<file path="config.mk">
export PLATFORM = sky130hd
export DESIGN_NAME = approx_adder_error_monitor
export DESIGN_NICKNAME = d
export VERILOG_FILES = /design/src/rtl/approx_adder_error_monitor.sv
export SDC_FILE = /design/constraint.sdc
export NUM_CORES = 1
export LEC_CHECK = 0
export CORE_MARGIN = 2
export CORE_UTILIZATION = 35
export CTS_CLUSTER_SIZE = 28
export DETAILED_ROUTE_END_ITERATION = 6
export PLACE_DENSITY_LB_ADDON = 0.15
export SLEW_MARGIN = 20
export SYNTH_ARGS = -nofsm -noshare
export SYNTH_HDL_FRONTEND = slang
export SYNTH_SLANG_ARGS = --single-unit
</file>
<file path="constraint.sdc">
create_clock -name clk -period 3.5 [get_ports clk]
set_input_delay 0.7 -clock clk [delete_from_list [all_inputs] [get_ports clk]]
set_output_delay 0.7 -clock clk [all_outputs]
set_load 0.02 [all_outputs]
</file>
<file path="src/rtl/approx_adder_error_monitor.sv">
// Exhaustive error characterisation of a combinational approximate adder: sweeps every
// operand pair, compares against the exact sum and accumulates max/total error and mismatches.
module approx_adder_error_monitor #(
  parameter int unsigned IN_W  = 2,
  parameter int unsigned OUT_W = IN_W + 1,
  parameter int unsigned ET    = 4
) (
  input  logic                    clk,
  input  logic                    rst,
  input  logic                    start,
  output logic [2*IN_W-1:0]       stim,
  input  logic [OUT_W-1:0]        approx_in,
  output logic                    busy,
  output logic                    done,
  output logic                    pass,
  output logic [OUT_W-1:0]        max_err,
  output logic [OUT_W+2*IN_W-1:0] err_sum,
  output logic [2*IN_W:0]         mismatch_cnt
);

  localparam int unsigned SW   = 2 * IN_W;
  localparam int unsigned SumW = OUT_W + SW;
  localparam int unsigned CntW = SW + 1;

  localparam logic [SW-1:0] StimLast = '1;
  localparam logic [SW-1:0] StimOne  = {{(SW-1){1'b0}}, 1'b1};

  typedef enum logic [1:0] {StIdle, StRun, StFlush, StDone} state_e;

  state_e            state_q, state_d;
  logic [SW-1:0]     stim_q, stim_d;
  logic              s1_valid_q, s1_valid_d;
  logic [SW-1:0]     s1_stim_q, s1_stim_d;
  logic [OUT_W-1:0]  s1_approx_q, s1_approx_d;
  logic [OUT_W-1:0]  max_err_q, max_err_d;
  logic [SumW-1:0]   err_sum_q, err_sum_d;
  logic [CntW-1:0]   mis_cnt_q, mis_cnt_d;
  logic              pass_q, pass_d;

  // Stage 2 datapath: error of the captured vector and the updated accumulators.
  logic [IN_W-1:0]   op_a, op_b;
  logic [OUT_W-1:0]  exact;
  logic [OUT_W-1:0]  err;
  logic [OUT_W-1:0]  max_acc;
  logic [SumW-1:0]   sum_acc;
  logic [CntW-1:0]   cnt_acc;

  always_comb begin
    op_a    = s1_stim_q[IN_W-1:0];
    op_b    = s1_stim_q[SW-1:IN_W];
    exact   = {{(OUT_W-IN_W){1'b0}}, op_a} + {{(OUT_W-IN_W){1'b0}}, op_b};
    err     = (exact >= s1_approx_q) ? (exact - s1_approx_q) : (s1_approx_q - exact);
    max_acc = (err > max_err_q) ? err : max_err_q;
    sum_acc = err_sum_q + {{SW{1'b0}}, err};
    cnt_acc = mis_cnt_q + {{SW{1'b0}}, (err != '0)};
  end

  always_comb begin
    state_d     = state_q;
    stim_d      = stim_q;
    s1_valid_d  = 1'b0;
    s1_stim_d   = s1_stim_q;
    s1_approx_d = s1_approx_q;
    max_err_d   = max_err_q;
    err_sum_d   = err_sum_q;
    mis_cnt_d   = mis_cnt_q;
    pass_d      = pass_q;

    if (s1_valid_q) begin
      max_err_d = max_acc;
      err_sum_d = sum_acc;
      mis_cnt_d = cnt_acc;
    end

    case (state_q)
      StIdle: begin
        if (start) begin
          state_d   = StRun;
          stim_d    = '0;
          max_err_d = '0;
          err_sum_d = '0;
          mis_cnt_d = '0;
          pass_d    = 1'b0;
        end
      end
      StRun: begin
        // The adder is combinational: approx_in belongs to the stim driven this cycle.
        s1_valid_d  = 1'b1;
        s1_stim_d   = stim_q;
        s1_approx_d = approx_in;
        if (stim_q != StimLast) begin
          stim_d = stim_q + StimOne;
        end else begin
          state_d = StFlush;
        end
      end
      StFlush: begin
        // Last vector is accumulated on this edge, so judge pass on the updated maximum.
        state_d = StDone;
        pass_d  = (32'(max_acc) <= ET);
      end
      StDone: begin
        state_d = StIdle;
      end
      default: begin
        state_d = StIdle;
      end
    endcase
  end

  always_ff @(posedge clk) begin
    if (rst) begin
      state_q     <= StIdle;
      stim_q      <= '0;
      s1_valid_q  <= 1'b0;
      s1_stim_q   <= '0;
      s1_approx_q <= '0;
      max_err_q   <= '0;
      err_sum_q   <= '0;
      mis_cnt_q   <= '0;
      pass_q      <= 1'b0;
    end else begin
      state_q     <= state_d;
      stim_q      <= stim_d;
      s1_valid_q  <= s1_valid_d;
      s1_stim_q   <= s1_stim_d;
      s1_approx_q <= s1_approx_d;
      max_err_q   <= max_err_d;
      err_sum_q   <= err_sum_d;
      mis_cnt_q   <= mis_cnt_d;
      pass_q      <= pass_d;
    end
  end

  assign stim         = stim_q;
  assign busy         = (state_q == StRun) || (state_q == StFlush);
  assign done         = (state_q == StDone);
  assign pass         = pass_q;
  assign max_err      = max_err_q;
  assign err_sum      = err_sum_q;
  assign mismatch_cnt = mis_cnt_q;

endmodule

</file>
==> out/metrics.csv <==
stage,metric,value,unit
logic_synthesis,Synthesized Nets,221,
sta,f_max,0.301,GHz
detailed_routing,met1 wire length,1620,microns
setup_path,WP data arrival,3470,ps
sta,Slew @ Worst Pin,643,ps
logic_synthesis,top-area cell type share of the netlist area,0.345,
detailed_routing,vias per cell,4.63,
logic_synthesis,"Seq/Total Area, Yosys",0.345,
placed_design,final HPWL from detailed placement,2440,microns
power,PD cells,671,nW/um^2
setup_path,Crit Path Max Fanout,3,
global_routing,gr usage total,0.135,
logic_synthesis,Post-synth EDFFs,0,
setup_path,Worst setup SP type,register,
logic_synthesis,Seq cells post-synth,30,
status,run status,"finished, final reports clean",
placed_design,Final Wtd Congestion,0.803,
finish,ratio of cells with drive above 1 in the final layout,0.128,
sta,Max-slew headroom,0.572,
finish,fin cells,293,
finish,final core utilization,0.475,
run,max-cap viol count,0,
sta,setup violators final,0,
setup_path,crit end category,register,
logic_synthesis,asr flop ratio synth,0,
power,total power,1.52,mW
detailed_routing,met2 wire len,1560,microns
setup_path,worst setup path class,register to register,
detailed_routing,Starting DRT DRC Count,49,
detailed_routing,DRC,0,
sta,clk_skew,3.03,ps
global_routing,pin count of the biggest net entering global routing,17,
clocking,Worst-Skew Late Latency,280,ps
placed_design,port bufs,27,
detailed_routing,Routed WL per cell,11.6,microns
floorplanning,# rows,25,
clocking,Bufs on Longest Clock Path,2,
floorplanning,die area,5550,sq um
logic_synthesis,Cells after Synth,191,
logic_synthesis,Main synth FF type,dfxtp_1,
detailed_routing,uppermost layer routed,met4,
detailed_routing,drt total wl,3390,microns
detailed_routing,Met3 Wirelength,145,microns
logic_synthesis,synthesized cell area,1740,sq um
finish,"Design Area, Final",2260,sq um
detailed_routing,ANT nets after route,0,
setup_path,data required time of the worst path,3650,ps
sta,fin. max-slew vios,0,
finish,Diodes inserted,0,
sta,hold slack,483,ps
detailed_routing,DR vias,1358,
power,Max VDD drop,0.296,mV
finish,Fillers,470,
hold_path,Hold Path Class,register to register,
logic_synthesis,largest cells by area after synthesis,"dfxtp_1, ha_1, mux2i_1",
floorplanning,DIE HEIGHT,74.5,microns
sta,Final Critical Period,3320,ps
power,Leak Pwr,0.894,nW
finish,Layout area overhead,29.8,%
detailed_routing,DR pass1 iterations,6,
clocking,root buffer cell,clkbuf_8,
clocking,CTS tree,done,
global_routing,vias in the first global route,1322,
floorplanning,Die Wd,74.5,microns
clocking,Inserted Clock Buffers,5,
global_routing,global-route wire length before repair,5750,microns
global_routing,initial antenna violation count,0,
floorplanning,Ports,28,
clocking,H-tree Lvls,2,
clocking,clock sink count,30,
sta,Hold Fails Final Rpt,0,
logic_synthesis,Mean Syn Cell Area,9.11,sq um
floorplanning,Starting Density,0.366,
clocking,"CTS clk-pin slew, worst paths",70,ps
logic_synthesis,YS warnings,0,
placed_design,placed insts,283,
placed_design,Post-DP Area,2090,sq um
sta,period utilisation layout,0.948,
finish,Layout Nets,255,
floorplanning,total core area,4750,sq um
logic_synthesis,largest area contributor in the netlist,dfxtp_1,
global_routing,grt ovf,0,
logic_synthesis,post-synth cell types,39,
[worst max-delay path, stage by stage (launching register included)]
cell and delay, ps:
dfxtp_2 330, ha_1 130, inv_1 50, fa_1 520, inv_1 70, ha_1 270, nand2_1 70, o21ai_4 200
a21boi_2 200, or2_1 170, inv_2 70, ha_4 270, nand3b_1 120, a21oi_2 210, nor3_1 70, a311oi_1 310
a2111oi_2 110
[path summary, 6_finish.rpt]
check	start	to	slack, ps	cells past startpoint
worst max-delay path	s1_stim_q[0]$_SDFFE_PP0P_	pass$_SDFFE_PP0P_	180	16
worst min-delay path	s1_stim_q[2]$_SDFFE_PP0P_	s1_stim_q[2]$_SDFFE_PP0P_	480	2
worst max register to register	s1_stim_q[0]$_SDFFE_PP0P_	pass$_SDFFE_PP0P_	180	16
worst min register to register	s1_stim_q[2]$_SDFFE_PP0P_	s1_stim_q[2]$_SDFFE_PP0P_	480	2
[kinds of logic after synthesis]
logic type | count (synthesis) | share of synthesized area
compound gates | 25 | 0.0963
xor+xnor | 7 | 0.0352
fa+ha+maj | 24 | 0.190
buf+inv | 22 | 0.0474
flops | 30 | 0.345
mux | 17 | 0.101
simple gates | 66 | 0.185
[Yosys cell counts, types with 2 or more instances]
cell and instances:
dfxtp_1 30, a311oi_1 2, inv_1 17, buf_1 2, nor2b_1 5, nand3_1 6
nor3_1 2, o21ai_0 2, ha_1 20, nand4_1 2, a21oi_1 12, xor2_1 5
fa_1 4, mux2i_1 15, clkbuf_1 2, nand2b_1 9, xnor2_1 2, nor2_1 23
nand2_1 11
[area by class of cell]
class	count	area [sq um]	area share
Multi-Input combinational cell	139	1110	0.493
Sequential cell	30	603	0.267
Timing Repair Buffer	31	300	0.133
Clock buffer	7	86.3	0.0382
Tap cell	67	83.8	0.0371
Inverter	18	67.6	0.0299
Clock inverter	1	5.00	0.00221
[power by group]
| group | leakage (nW) | switching (mW) | internal, mW |
|---|---|---|---|
| combinational | 0.602 | 0.433 | 0.368 |
| clock | 0.0482 | 0.131 | 0.158 |
| sequential | 0.244 | 0.0460 | 0.379 |
[metal layers]
layer	GRT usage	vias to the layer above
met5	0	-
met4	0.0595	0
met3	0.0447	8
met2	0.208	29
met1	0.172	609
li1	-	712
[timing repair]
item	4_1_cts	5_1_grt
endpoints found under the setup margin	1	5
hold endpoints to repair	0	0
buffers inserted	0	2
pin swaps	0	8
hold buffers	0	0
gates resized for setup	1	14
[through the flow]
step / setup WS, ps / setup TNS [ps]
2_1_floorplan: 278 / 0
3_3_place_gp: 119 / 0
3_5_place_dp: 26.1 / 0
4_1_cts: 40.2 / 0
5_1_grt: -7.53 / -7.53
6_report: 181 / 0
[registers in the layout, summed over array words and instances (netlist names)]
signal	count
err_sum	7
max_err	3
mismatch_cnt	5
pass	1
s1_approx_q	3
s1_stim_q	4
s1_valid_q	1
state_q	2
stim	4
[cell usage in the layout (no fill, tap or decap), drive strengths merged, types with 4 or more instances in the layout]
cell	synthesis	layout
xor2	5	5
inv	18	18
nand2	11	11
dfxtp	30	30
buf	2	4
nand2b	9	9
ha	20	20
clkbuf	2	7
nor2	23	23
fa	4	4
nor2b	5	5
a21oi	13	13
o21ai	4	4
nand3	6	6
mux2i	16	16
clkdlybuf4s50	0	27
Note: power is estimated with default switching activity, not from simulation.
